--- config.mk ---
export PLATFORM = sky130hd
export DESIGN_NAME = axis_stream_fork
export DESIGN_NICKNAME = d
export VERILOG_FILES = /design/src/rtl/axis_stream_fork.sv
export SDC_FILE = /design/constraint.sdc
export NUM_CORES = 1
export LEC_CHECK = 0
export ABC_AREA = 1
export BUFFER_PORTS_ARGS = -buffer_cell sky130_fd_sc_hd__buf_2
export CORE_ASPECT_RATIO = 0.75
export CORE_MARGIN = 4
export CORE_UTILIZATION = 51
export CTS_CLUSTER_SIZE = 20
export DETAILED_ROUTE_END_ITERATION = 6
export GPL_ROUTABILITY_DRIVEN = 0
export PLACE_DENSITY_LB_ADDON = 0.08
export REMOVE_ABC_BUFFERS = 1
export SLEW_MARGIN = 20
export SYNTH_ARGS = -nofsm -noshare
export SYNTH_HDL_FRONTEND = slang
export SYNTH_SLANG_ARGS = --single-unit
--- constraint.sdc ---
create_clock -name ap_clk -period 1.7 [get_ports ap_clk]
set_input_delay 0.085 -clock ap_clk [delete_from_list [all_inputs] [get_ports ap_clk]]
set_output_delay 0.085 -clock ap_clk [all_outputs]
set_load 0.02 [all_outputs]
--- src/rtl/axis_stream_fork.sv ---
// ---------------------------------------------------------------------------
// axis_stream_fork
//
// One-in, two-out AXI-Stream broadcast. Every accepted input beat is written
// into two independent DEPTH-entry FIFOs at once, so the two consumers can
// stall independently of each other. The input only accepts when both FIFOs
// have room. When one consumer falls DEPTH beats behind the other, it throttles
// the producer.
//
// Parameters
//   DATA_WIDTH : beat width in bits (>= 1)
//   DEPTH      : entries per output FIFO (power of two, >= 2)
//   CNT_W      : derived occupancy width, $clog2(DEPTH+1)
//
// Ports
//   ap_clk, ap_rst_n          : clock; async-assert active-low reset
//   s_axis_input0_*           : input stream (tdata/tvalid in, tready out)
//   m_axis_output0_*          : copy 0 (tdata/tvalid out, tready in)
//   m_axis_output1_*          : copy 1 (tdata/tvalid out, tready in)
//   occ0, occ1                : current occupancy of FIFO 0 / FIFO 1
// ---------------------------------------------------------------------------
module axis_stream_fork #(
  parameter  int DATA_WIDTH = 8,
  parameter  int DEPTH      = 2,
  localparam int CNT_W      = $clog2(DEPTH + 1)
) (
  input  logic                  ap_clk,
  input  logic                  ap_rst_n,

  input  logic [DATA_WIDTH-1:0] s_axis_input0_tdata,
  input  logic                  s_axis_input0_tvalid,
  output logic                  s_axis_input0_tready,

  output logic [DATA_WIDTH-1:0] m_axis_output0_tdata,
  output logic                  m_axis_output0_tvalid,
  input  logic                  m_axis_output0_tready,

  output logic [DATA_WIDTH-1:0] m_axis_output1_tdata,
  output logic                  m_axis_output1_tvalid,
  input  logic                  m_axis_output1_tready,

  output logic [CNT_W-1:0]      occ0,
  output logic [CNT_W-1:0]      occ1
);

  localparam int PTR_W = $clog2(DEPTH);
  localparam int NOUT  = 2;

  // Storage and pointers. The write pointer is shared because both FIFOs
  // always receive the same write; read pointers and counts are per output.
  logic [DATA_WIDTH-1:0] mem_q [NOUT][DEPTH];
  logic [DATA_WIDTH-1:0] mem_d [NOUT][DEPTH];
  logic [PTR_W-1:0]      wp_q, wp_d;
  logic [PTR_W-1:0]      rp_q  [NOUT];
  logic [PTR_W-1:0]      rp_d  [NOUT];
  logic [CNT_W-1:0]      cnt_q [NOUT];
  logic [CNT_W-1:0]      cnt_d [NOUT];

  logic [NOUT-1:0]       m_tready;
  logic [NOUT-1:0]       m_tvalid;
  logic [NOUT-1:0]       pop;
  logic                  s_ready;
  logic                  push;

  assign m_tready = {m_axis_output1_tready, m_axis_output0_tready};

  // Handshake decode. Input ready looks only at registered counts, so a
  // slot freed by a pop this cycle is usable next cycle; this keeps any
  // consumer tready off the combinational path to the producer.
  always_comb begin
    s_ready = ap_rst_n
              && (cnt_q[0] < CNT_W'(DEPTH))
              && (cnt_q[1] < CNT_W'(DEPTH));
    push    = s_axis_input0_tvalid && s_ready;
    for (int k = 0; k < NOUT; k++) begin
      m_tvalid[k] = (cnt_q[k] != '0);
      pop[k]      = m_tvalid[k] && m_tready[k];
    end
  end

  // Next-state computation.
  // NOTE: every *_d is given its hold value before any conditional update, so
  // no path through this block leaves a variable unassigned (no latches).
  always_comb begin
    wp_d = wp_q;
    if (push) begin
      wp_d = wp_q + PTR_W'(1);  // DEPTH is a power of two: wraps for free
    end

    for (int k = 0; k < NOUT; k++) begin
      for (int i = 0; i < DEPTH; i++) begin
        mem_d[k][i] = mem_q[k][i];
      end
      rp_d[k]  = rp_q[k];
      cnt_d[k] = cnt_q[k];

      if (push) begin
        mem_d[k][wp_q] = s_axis_input0_tdata;
      end
      if (pop[k]) begin
        rp_d[k] = rp_q[k] + PTR_W'(1);
      end

      // Full/empty come from the count, so pointer equality is never
      // ambiguous after wrap.
      case ({push, pop[k]})
        2'b10:   cnt_d[k] = cnt_q[k] + CNT_W'(1);
        2'b01:   cnt_d[k] = cnt_q[k] - CNT_W'(1);
        default: cnt_d[k] = cnt_q[k];
      endcase
    end
  end

  // State registers.
  // NOTE: non-blocking assignments here so every flop samples the value
  // from before the edge, independent of statement order.
  // NOTE: the storage array is reset too, so both tdata outputs read 0 out
  // of reset rather than stale or X contents; at this depth the cost is a
  // handful of reset pins.
  always_ff @(posedge ap_clk or negedge ap_rst_n) begin
    if (!ap_rst_n) begin
      wp_q <= '0;
      for (int k = 0; k < NOUT; k++) begin
        rp_q[k]  <= '0;
        cnt_q[k] <= '0;
        for (int i = 0; i < DEPTH; i++) begin
          mem_q[k][i] <= '0;
        end
      end
    end else begin
      wp_q <= wp_d;
      for (int k = 0; k < NOUT; k++) begin
        rp_q[k]  <= rp_d[k];
        cnt_q[k] <= cnt_d[k];
        for (int i = 0; i < DEPTH; i++) begin
          mem_q[k][i] <= mem_d[k][i];
        end
      end
    end
  end

  // Outputs: head of each FIFO presented straight from storage. The head
  // cannot change until it is popped, which keeps tvalid/tdata stable under
  // backpressure.
  assign s_axis_input0_tready  = s_ready;
  assign m_axis_output0_tvalid = m_tvalid[0];
  assign m_axis_output1_tvalid = m_tvalid[1];
  assign m_axis_output0_tdata  = mem_q[0][rp_q[0]];
  assign m_axis_output1_tdata  = mem_q[1][rp_q[1]];
  assign occ0                  = cnt_q[0];
  assign occ1                  = cnt_q[1];

endmodule
==> summary.txt, run 1 <==
STA
  • Setup total negative slack: 0 ps
  • Max Freq: roughly 0.66 GHz
  • Worst slew pin tran: between 500 and 600 ps
  • Fin crit share: 0.893
  • Endpoints failing hold: 0
  • Fin Hold WS: between 10 and 15 ps
  • Setup ws final: 181 ps
  • Final slew viol count: 0
  • # setup viols final: 0
  • Min Clock Period, post-route: 1520 ps
  • Rel. slew slack: 0.631
  • Setup Skew: about 6.3 ps
  • Unrepaired setup endpoints after global routing: no

Clocking
  • Clock Tree Buf Depth: 2
  • Number of H-tree levels: 1
  • CTS Buf Count: 3
  • Clock Latency Late Sink: between 300 and 400 ps
  • Clock Sinks: 23
  • TritonCTS clock tree: done
  • Clk slew on worst S/H paths: 130 ps
  • Postcts setup bufs: 0
  • CTS root buf: clkbuf_4

Route
  • DR pass1 iterations: 4
  • DR iter-0 viols: 35
  • Post-DRT Antenna Nets: 0
  • Routed len/inst: about 13 µm
  • Total wire length: slightly below 3000 µm
  • Vias post-DR: 1151
  • Via density: a little over 5
  • DR DRC count: 0

Setup path
  • Critical Path AT: around 1700 ps
  • Crit. End Element: register
  • Largest fanout on the critical path: 5
  • CP max stage cell: dfrtp_1
  • CP Data Required Time: roughly 1900 ps
  • Worst Setup Start Kind: register
  • WP buf/inv: 2
  • Setup CP Type: register to register
  • Worst-path cell chain: inv_1 > nand2_1 > nand2_1 > inv_1 > ha_1 > or2_2 > nand4_1 > nand2_1
  • Slowest cell delay on critical path: roughly 480 ps
  • Delay-heaviest family, CP: simple AND/OR/NAND/NOR gates
  • Most used cell, CP: nand2_1

Power
  • Worst VDD drop: between 1 and 1.5 mV
  • Sequential share of power: 0.380
  • Pint: between 1 and 1.5 mW
  • P_sw: 1.57 mW
  • Net Sw Frac: 0.513
  • PD cells: approximately 2100 mW/mm²
  • Gate power share: 0.537
  • Clock network fraction of total power: 0.084
  • Static Leakage: 0.817 nW

Placed design
  • Port Buf Inserts: 35
  • Cell total after placement: 222
  • Dpl hpwl: about 2100 µm
  • Dpl ws: roughly 190 ps

GRT
  • First-pass GRT wire length: slightly above 5000 µm
  • Total congestion overflow: 0
  • Pin count of the biggest net entering global routing: 26
  • Initial antenna violation count: 0
  • Vias in the first global route: about 1200
  • Total track usage: 0.201

Synthesis
  • Register area share after synthesis: 0.458
  • Largest family of logic cells by synthesized area: simple AND/OR/NAND/NOR gates
  • Top post-synthesis cells by area: dfrtp_1, nand2_1, nand4_1
  • Xor/xnor share of the synthesized area: 0.0279
  • Top-area cell type share of the netlist area: 0.458
  • Mapped Avg Cell Area: between 7 and 8 µm²
  • Post-synthesis simple-gate area fraction: 0.329
  • Synth warn: 0
  • Proportion of synthesized area in mux cells: 0
  • Mapped Area: 0.00126 mm²
  • Complex-gate fraction of the synthesized area: 0.0637
  • Yosys cell types: 17
  • Largest area contributor in the netlist: dfrtp_1
  • Mapped Cells: around 160
  • Area share of fa/ha/maj cells after synthesis: 0.0199
  • FF+latch count, synth: 23

Cells and area
  • Share of cells above drive strength 1: 0.258
  • Post-Layout Cell Count: about 230
  • Register area: roughly 580 µm²
  • Fin nets: 210
  • Fillers: between 200 and 250
  • ANT cells: 0
  • Area growth syn-to-layout: 18.1%
  • Area of the multi-input gates: approximately 550 µm²

Min path
  • Hold Path Class: primary input to register

Floorplan
  • Die area: 0.00333 mm²
  • I/O pin count: 36
  • Die Height: roughly 51 µm
  • # rows: 15
  • Die width: ~65 µm
  • Core area: 0.00233 mm²
  • Starting Density: 0.540

Status
  • Status: finished clean

Job
  • Max-cap viol count: 0
power by group through the flow:
| stage | clock network [mW] | registers [mW] | logic [mW] |
|---|---|---|---|
| 6_report | 0.257 | 1.16 | 1.64 |
| 3_3_place_gp | 0 | 1.15 | 1.60 |
| 2_1_floorplan | 0 | 1.13 | 1.09 |
| 4_1_cts | 0.274 | 1.16 | 1.66 |
| 5_1_grt | 0.288 | 1.22 | 1.85 |
| 3_5_place_dp | 0 | 1.17 | 1.65 |
metrics by stage:
step / instance area [µm²] / utilization / total power [mW]
5_1_grt: 1480 / 0.638 / 3.36
3_3_place_gp: 1440 / 0.618 / 2.75
2_1_floorplan: 1200 / - / 2.22
3_5_place_dp: 1440 / 0.618 / 2.82
6_report: 1480 / 0.638 / 3.06
4_1_cts: 1480 / 0.638 / 3.09
flip-flops by register name, summed over array words and instances (netlist names):
register	flops
wp_q	1
occ0	2
rp_q	2
occ1	2
mem_q	16
cell type report:
type                    instances  area share
repair buffers                 40       0.147
flip-flops and latches         23       0.388
inverters                      17      0.0464
well taps                      34      0.0287
multi-input cells             110       0.373
clock buffers                   4      0.0177
cells in the final DEF, fill, tap and decap left out, drive strengths merged:
cell type and count:
clkbuf 4, xnor2 4, ha 2, nand2 62
nor2 2, dfrtp 23, dlygate4sd3 2, nand4 20
inv 17, o21ai 16, buf 38, or2 2
nand3 2
synthesized netlist by cell type (all sizes together):
| cell type | number |
|---|---|
| dfrtp | 23 |
| nand2 | 62 |
| buf | 8 |
| or2 | 2 |
| ha | 2 |
| inv | 17 |
| xnor2 | 4 |
| nor2 | 2 |
| nand3 | 2 |
| o21ai | 16 |
| nand4 | 20 |
repair_timing:
action | CTS | global route
hold endpoints to repair | 24 | 0
setup endpoints to repair | 0 | 0
hold buffers | 2 | 0
resized for setup | 0 | 0
worst paths after layout:
check | start | to | slack [ps] | cells after the start
min reg2reg | mem_q[8] | mem_q[8] | 500 | 2
max | occ0[1] | occ0[1] | 180 | 8
max in group asynchronous | ap_rst_n | mem_q[31] | 1110 | 3
max reg2reg | occ0[1] | occ0[1] | 180 | 8
min | s_axis_input0_tdata[6] | mem_q[6] | 10 | 3
min in group asynchronous | ap_rst_n | occ1[0] | 340 | 3
cells by family after synthesis:
kind of cell	Yosys count
and+or+nand+nor	88
buffers and inverters	25
DFF	23
AOI/OAI and AO/OA	16
xor gates and xnor gates	4
adders and majority gates	2
worst register-to-register path, cell delays in order, from the launching register on:
cell     delay, ps
dfrtp_1        480
inv_1          110
nand2_1         70
nand2_1         90
inv_1           50
ha_1           190
or2_2          290
nand4_1         80
nand2_1         60
routing by layer:
| layer | global-route usage | vias up | part of all wire |
|---|---|---|---|
| li1 | - | 589 | - |
| met1 | 0.260 | 525 | 0.48 |
| met2 | 0.345 | 35 | 0.46 |
| met3 | 0.0549 | 2 | 0.056 |
| met4 | 0.0310 | 0 | 0.0040 |
| met5 | 0 | - | 0 |
(Power assumes the default switching activity.)
==> run 2, diff against run 1 <==
--- a/config.mk
+++ b/config.mk
@@ -5,11 +5,10 @@
 export SDC_FILE = /design/constraint.sdc
 export NUM_CORES = 1
 export LEC_CHECK = 0
-export ABC_AREA = 1
 export BUFFER_PORTS_ARGS = -buffer_cell sky130_fd_sc_hd__buf_2
 export CORE_ASPECT_RATIO = 0.75
 export CORE_MARGIN = 4
-export CORE_UTILIZATION = 51
+export CORE_UTILIZATION = 50
 export CTS_CLUSTER_SIZE = 20
 export DETAILED_ROUTE_END_ITERATION = 6
 export GPL_ROUTABILITY_DRIVEN = 0
==> run 2 against run 1 <==
- cell count shrank 34%
- maximum frequency decreased by 9.1%
- wire length fell by 21%
- clock power fell by 5%
- hold slack improved by 2.3 ps
- via count fell by 33%
- largest power group unchanged
==> summary.txt, run 2 <==
Setup path
  • Largest fanout on the critical path: 4 (was 5)
  • Worst Setup SP: occ0[1] (unchanged)
  • Worst-path cell chain: or2_2 > and2_1 > ha_1 > nor2_1 > xor2_1 (was inv_1 > nand2_1 > nand2_1 > inv_1 > ha_1 > or2_2 > nand4_1 > nand2_1)
  • Worst Setup Start Kind: register (unchanged)
  • Critical Path AT: 1900 ps (was 1740 ps)
  • CP Data Required Time: 1930 ps (was 1920 ps)
  • Crit Reg-Reg Startpoint: occ0[1] (unchanged)
  • R2r worst-path depth: 5 (was 8)
  • Crit. End Element: register (unchanged)
  • Slowest cell delay on critical path: 440 ps (was 480 ps)
  • Setup CP Type: register to register (unchanged)
  • CP max stage cell: dfrtp_2 (was dfrtp_1)

Power
  • Pint: 1.87 mW (was 1.49 mW)
  • Tot Pwr: 3.23 mW (was 3.06 mW)
  • Worst VDD drop: 1.00 mV (was 1.01 mV)
  • PD cells: 2190 mW/mm² (was 2070 mW/mm²)
  • Gate power share: 0.580 (was 0.537)
  • Clock network fraction of total power: 0.076 (was 0.084)
  • Static Leakage: 0.706 nW (was 0.817 nW)
  • P_sw: 1.37 mW (was 1.57 mW)
  • Net Sw Frac: 0.423 (was 0.513)
  • Sequential share of power: 0.344 (was 0.380)

Clocking
  • Number of H-tree levels: 1 (unchanged)
  • CTS Buf Count: 3 (unchanged)
  • TritonCTS clock tree: done (unchanged)
  • CTS root buf: clkbuf_4 (unchanged)
  • Clock Latency Late Sink: 300 ps (was 320 ps)
  • Clk slew on worst S/H paths: 120 ps (was 130 ps)
  • Clock Tree Buf Depth: 2 (unchanged)
  • Clock Sinks: 23 (unchanged)

Min path
  • Hold Path Class: primary input to register (unchanged)
  • Hold_sp: s_axis_input0_tdata[0] (was s_axis_input0_tdata[6])
  • Hold path cells: 2 (was 3)

GRT
  • Total track usage: 0.150 (was 0.201)
  • Initial antenna violation count: 0 (unchanged)
  • Total congestion overflow: 0 (unchanged)
  • Vias in the first global route: 790 (was 1154)
  • Pin count of the biggest net entering global routing: 15 (was 26)
  • First-pass GRT wire length: 3710 µm (was 5190 µm)

Placed design
  • Port Buf Inserts: 35 (unchanged)
  • Post-placement cell area: 0.00138 mm² (was 0.00144 mm²)
  • Dpl ws: 66.6 ps (was 191 ps)
  • Dpl hpwl: 1680 µm (was 2090 µm)

Cells and area
  • Commonest non-fill, non-tap cell in the layout: buf_2 (was nand2_1)
  • Fin nets: 142 (was 210)
  • Reg with most FFs: mem_q (unchanged)
  • Design area: 0.00148 mm² (about the same)
  • Final Util: 0.704 (was 0.638)
  • Share of cells above drive strength 1: 0.683 (was 0.258)
  • Max reg flops: 16 (unchanged)
  • Fillers: 147 (was 232)
  • Area growth syn-to-layout: 27.0% (was 18.1%)
  • ANT cells: 0 (unchanged)
  • Most frequent cells in the layout: buf_2, mux2_2, dfrtp_1 (was nand2_1, buf_2, dfrtp_1)

Synthesis
  • Most frequent cell after synthesis: mux2_2 (was nand2_1)
  • Fraction of registers with async set or reset after synthesis: 1.00 (unchanged)
  • EDFF count, synth: 0 (unchanged)
  • Synth Flop Type: dfrtp_1 (unchanged)
  • Most instantiated cells after synthesis: mux2_2, dfrtp_1, xnor2_1 (was nand2_1, dfrtp_1, nand4_1)
  • FF+latch count, synth: 23 (unchanged)
  • Mapped Area: 0.00116 mm² (was 0.00126 mm²)
  • Largest area contributor in the netlist: dfrtp_1 (unchanged)
  • Top post-synthesis cells by area: dfrtp_1, mux2_2, xnor2_1 (was dfrtp_1, nand2_1, nand4_1)
  • Mapped Cells: 78 (was 158)
  • Mapped Avg Cell Area: 14.9 µm² (was 7.95 µm²)
  • Synth warn: 0 (unchanged)
  • Register area share after synthesis: 0.494 (was 0.458)
  • Top-area cell type share of the netlist area: 0.494 (was 0.458)
  • Yosys cell types: 14 (was 17)

STA
  • Endpoints failing hold: 0 (unchanged)
  • Min Clock Period, post-route: 1670 ps (was 1520 ps)
  • Fin crit share: 0.983 (was 0.893)
  • Setup ws final: 28.1 ps (was 181 ps)
  • Worst slew pin tran: 433 ps (was 553 ps)
  • Max Freq: 0.598 GHz (was 0.658 GHz)
  • Setup Skew: 5.69 ps (was 6.28 ps)
  • Final slew viol count: 0 (unchanged)
  • # setup viols final: 0 (unchanged)
  • Rel. slew slack: 0.712 (was 0.631)

Route
  • DR DRC count: 0 (unchanged)
  • Via density: 5.11 (was 5.05)
  • DR iter-0 viols: 11 (was 35)
  • Vias post-DR: 766 (was 1151)
  • Total wire length: 2340 µm (was 2970 µm)
  • Post-DRT Antenna Nets: 0 (unchanged)
  • DR pass1 iterations: 2 (was 4)
  • Routed len/inst: 15.6 µm (was 13.0 µm)

Floorplan
  • Core area: 0.00210 mm² (was 0.00233 mm²)
  • # rows: 14 (was 15)
  • Die area: 0.00317 mm² (was 0.00333 mm²)
  • Die width: 63.7 µm (was 65.3 µm)
  • I/O pin count: 36 (unchanged)
  • Die Height: 49.8 µm (was 51.0 µm)
  • Starting Density: 0.554 (was 0.540)

Job
  • Max-cap viol count: 0 (unchanged)

Status
  • Status: finished clean (unchanged)
## run 2: changes by cell type after synthesis, sizes merged, moves of 2 or more
cell	delta
nand2	-62
mux2	+32
nand4	-20
inv	-17
o21ai	-16
buf	-6
xor2	+4
and2	+2
## run 2: repair_timing
item | in CTS | in global routing
gates resized for setup | 0 | 2
hold buffers | 1 | 2
buffers inserted | 0 | 5
hold endpoints to repair | 23 | 2
endpoints found under the setup margin | 0 | 2
## run 2: per-layer routing
metal,routed length (µm),vias to the layer above,track usage
li1,-,372,-
met1,1080,374,0.192
met3,106,0,0.0432
met4,0,0,0.0108
met5,0,-,0
met2,1150,20,0.263
## run 2: path summary, 6_finish.rpt
check / slack, ps / endpoint
max: 30 / occ0[1]
min: 20 / mem_q[8]
max reg2reg: 30 / occ0[1]
min reg2reg: 540 / mem_q[18]
max in group asynchronous: 1210 / mem_q[11]
min in group asynchronous: 300 / occ0[1]
## run 2: power by group through the flow
stage	Clock, mW	Sequential (mW)	Combinational (mW)
global route	0.286	1.16	1.99
detailed placement	0	1.14	1.75
global placement	0	1.12	1.71
floorplan	0	1.13	1.22
CTS	0.257	1.13	1.76
finish	0.245	1.11	1.88
## run 2: cell families after synthesis
family                   Yosys count  share of synthesized area
XOR/XNOR                           9                     0.0677
flip-flops                        23                      0.494
multiplexers                      32                      0.316
AND/OR/NAND/NOR                   10                     0.0924
buffers and inverters              2                    0.00859
adder cells (fa/ha/maj)            2                     0.0215
## run 2: worst max-delay path, delay by kind of cell, from the launching register on
kind	cells	cell delay [ps]
flops	1	440
xor+xnor	1	180
fa+ha+maj	1	330
simple gates	3	640
## run 2: through the flow
stage | TNS [ps] | hold WS, ps | instances
final | 0 | 15.6 | 150
after global routing | -54.5 | 1.42 | 150
after CTS | 0 | 3.54 | 143
after detailed placement | 0 | 99.1 | 138
after global placement | 0 | 97.2 | 138
after floorplan | -41.8 | -211 | 76
## run 2: final cells by class
class	count	area, µm²	share of cell area
multi-input cells	53	579	0.392
flip-flops and latches	23	578	0.391
repair buffers	46	265	0.179
well taps	24	30.0	0.0203
clock buffers	4	26.3	0.0178
==> run 3, diff against run 2 <==
--- a/config.mk
+++ b/config.mk
@@ -13,6 +13,7 @@
 export DETAILED_ROUTE_END_ITERATION = 6
 export GPL_ROUTABILITY_DRIVEN = 0
 export PLACE_DENSITY_LB_ADDON = 0.08
+export RECOVER_POWER = 50
 export REMOVE_ABC_BUFFERS = 1
 export SLEW_MARGIN = 20
 export SYNTH_ARGS = -nofsm -noshare
==> run 3 against run 2 <==
- sequential power barely moved
- first-iteration DRC count is 27% higher
- register-to-register slack barely moved
- power fell by 0.83%
- clock skew barely moved
- sequential share of layout area rose by 0.60 points
- critical path depth unchanged
==> summary.txt, run 3 (same netlist as run 2, synthesis figures left out) <==
Power
  • Clock network fraction of total power: 0.076 (about the same)
  • Pint: 1.84 mW (was 1.87 mW)
  • Sequential share of power: 0.346 (was 0.344)
  • P_sw: 1.36 mW (was 1.37 mW)
  • Net Sw Frac: 0.425 (was 0.423)
  • Static Leakage: 0.683 nW (was 0.706 nW)
  • Gate power share: 0.578 (was 0.580)
  • PD cells: 2200 mW/mm² (was 2190 mW/mm²)
  • Worst VDD drop: 0.975 mV (was 1.00 mV)

Clocking
  • TritonCTS clock tree: done (unchanged)
  • Clock Tree Buf Depth: 2 (unchanged)
  • Clk slew on worst S/H paths: 120 ps (about the same)
  • CTS Buf Count: 3 (unchanged)
  • Number of H-tree levels: 1 (unchanged)
  • CTS root buf: clkbuf_4 (unchanged)
  • Clock Latency Late Sink: 300 ps (about the same)
  • Clock Sinks: 23 (unchanged)

Floorplan
  • Die area: 0.00317 mm² (unchanged)
  • Die Height: 49.8 µm (unchanged)
  • Die width: 63.7 µm (unchanged)
  • Starting Density: 0.554 (unchanged)
  • Core area: 0.00210 mm² (unchanged)
  • I/O pin count: 36 (unchanged)
  • # rows: 14 (unchanged)

Route
  • Via density: 5.07 (was 5.11)
  • DR iter-0 viols: 14 (was 11)
  • Total wire length: 2320 µm (was 2340 µm)
  • Post-DRT Antenna Nets: 0 (unchanged)
  • Vias post-DR: 761 (was 766)
  • DR DRC count: 0 (unchanged)
  • DR pass1 iterations: 4 (was 2)
  • Routed len/inst: 15.5 µm (was 15.6 µm)

Setup path
  • Setup CP Type: register to register (unchanged)
  • CP Data Required Time: 1930 ps (about the same)
  • Largest fanout on the critical path: 4 (unchanged)
  • Worst Setup Start Kind: register (unchanged)
  • Crit. End Element: register (unchanged)
  • Critical Path AT: 1910 ps (was 1900 ps)
  • R2r worst-path depth: 5 (unchanged)

Min path
  • Hold Path Class: primary input to register (unchanged)
  • Hold path cells: 2 (unchanged)

GRT
  • Vias in the first global route: 790 (unchanged)
  • First-pass GRT wire length: 3710 µm (unchanged)
  • Total congestion overflow: 0 (unchanged)
  • Initial antenna violation count: 0 (unchanged)
  • Pin count of the biggest net entering global routing: 15 (unchanged)
  • Total track usage: 0.150 (unchanged)

STA
  • Rel. slew slack: 0.504 (was 0.712)
  • Worst slew pin tran: 744 ps (was 433 ps)
  • Fin crit share: 0.989 (was 0.983)
  • Max Freq: 0.595 GHz (was 0.598 GHz)
  • Setup Skew: 5.35 ps (was 5.69 ps)
  • Final slew viol count: 0 (unchanged)
  • Endpoints failing hold: 0 (unchanged)
  • Fin Hold WS: 14.1 ps (was 15.6 ps)
  • Min Clock Period, post-route: 1680 ps (was 1670 ps)
  • Setup total negative slack: 0 ps (unchanged)
  • # setup viols final: 0 (unchanged)

Cells and area
  • Commonest non-fill, non-tap cell in the layout: mux2_2 (was buf_2)
  • ANT cells: 0 (unchanged)
  • Reg with most FFs: mem_q (unchanged)
  • Share of cells above drive strength 1: 0.619 (was 0.683)
  • Design area: 0.00146 mm² (was 0.00148 mm²)
  • Fin nets: 142 (unchanged)
  • Area growth syn-to-layout: 25.0% (was 27.0%)
  • Fillers: 155 (was 147)
  • Most frequent cells in the layout: mux2_2, buf_2, dfrtp_1 (was buf_2, mux2_2, dfrtp_1)
  • Max reg flops: 16 (unchanged)

Status
  • Status: finished clean (unchanged)

Placed design
  • Port Buf Inserts: 35 (unchanged)
  • Dpl hpwl: 1680 µm (unchanged)
  • Post-placement cell area: 0.00138 mm² (unchanged)

Job
  • Max-cap viol count: 0 (unchanged)
[run 3: cell count changes in the layout (fill, tap and decap cells not counted)]
cell / previous run / this run
buf_2: 35 / 29
clkbuf_1: 1 / 9
buf_4: 8 / 6
nand3_2: 0 / 1
nand3_4: 1 / 0
[run 3: per-layer routing]
layer  track usage  part of all wire  vias up
met2         0.263              0.49       20
met1         0.192              0.46      368
met3        0.0432             0.048        0
met5             0                 0        -
met4        0.0108                 0        0
li1              -                 -      373
[run 3: worst paths after layout]
check | from | end | slack, ps
worst max register to register | occ0[1] | occ0[1] | 20
worst min register to register | mem_q[6] | mem_q[6] | 540
max in group asynchronous | ap_rst_n | mem_q[19] | 630
worst min-delay path | s_axis_input0_tdata[0] | mem_q[8] | 10
min in group asynchronous | ap_rst_n | mem_q[17] | 500
worst max-delay path | occ0[1] | occ0[1] | 20
[run 3: through the flow]
stage	setup slack (ps)	instances	total power [mW]	util
6_report	19.3	150	3.21	0.693
5_1_grt	-55.2	150	3.41	0.693
4_1_cts	38.6	143	3.15	0.675
3_5_place_dp	66.6	138	2.89	0.658
3_3_place_gp	116	138	2.83	0.658
2_1_floorplan	-22.0	76	2.35	-
[run 3: layout make-up]
type                    count  area, µm²  area share
well taps                  24       30.0      0.0206
flip-flops and latches     23        578       0.397
clock buffers               4       26.3      0.0180
repair buffers             46        250       0.172
multi-input cells          53        572       0.393
[run 3: worst max-delay path: stages, from the launching register on]
cell and delay (ps):
dfrtp_2 450, or2_2 280, and2_1 190, ha_1 330, nor2_1 170, xor2_1 180
[run 3: power groups by stage]
stage / Clock (mW) / Combinational [mW] / Sequential (mW)
3_5_place_dp: 0 / 1.75 / 1.14
4_1_cts: 0.257 / 1.76 / 1.13
3_3_place_gp: 0 / 1.71 / 1.12
2_1_floorplan: 0 / 1.22 / 1.13
5_1_grt: 0.286 / 1.97 / 1.16
6_report: 0.245 / 1.85 / 1.11
[run 3: what timing repair did]
| item | CTS | global route |
|---|---|---|
| endpoints found under the hold margin | 23 | 2 |
| gates resized for setup | 0 | 2 |
| hold buffers | 1 | 2 |
| buffers inserted | 0 | 5 |
| endpoints found under the setup margin | 0 | 2 |
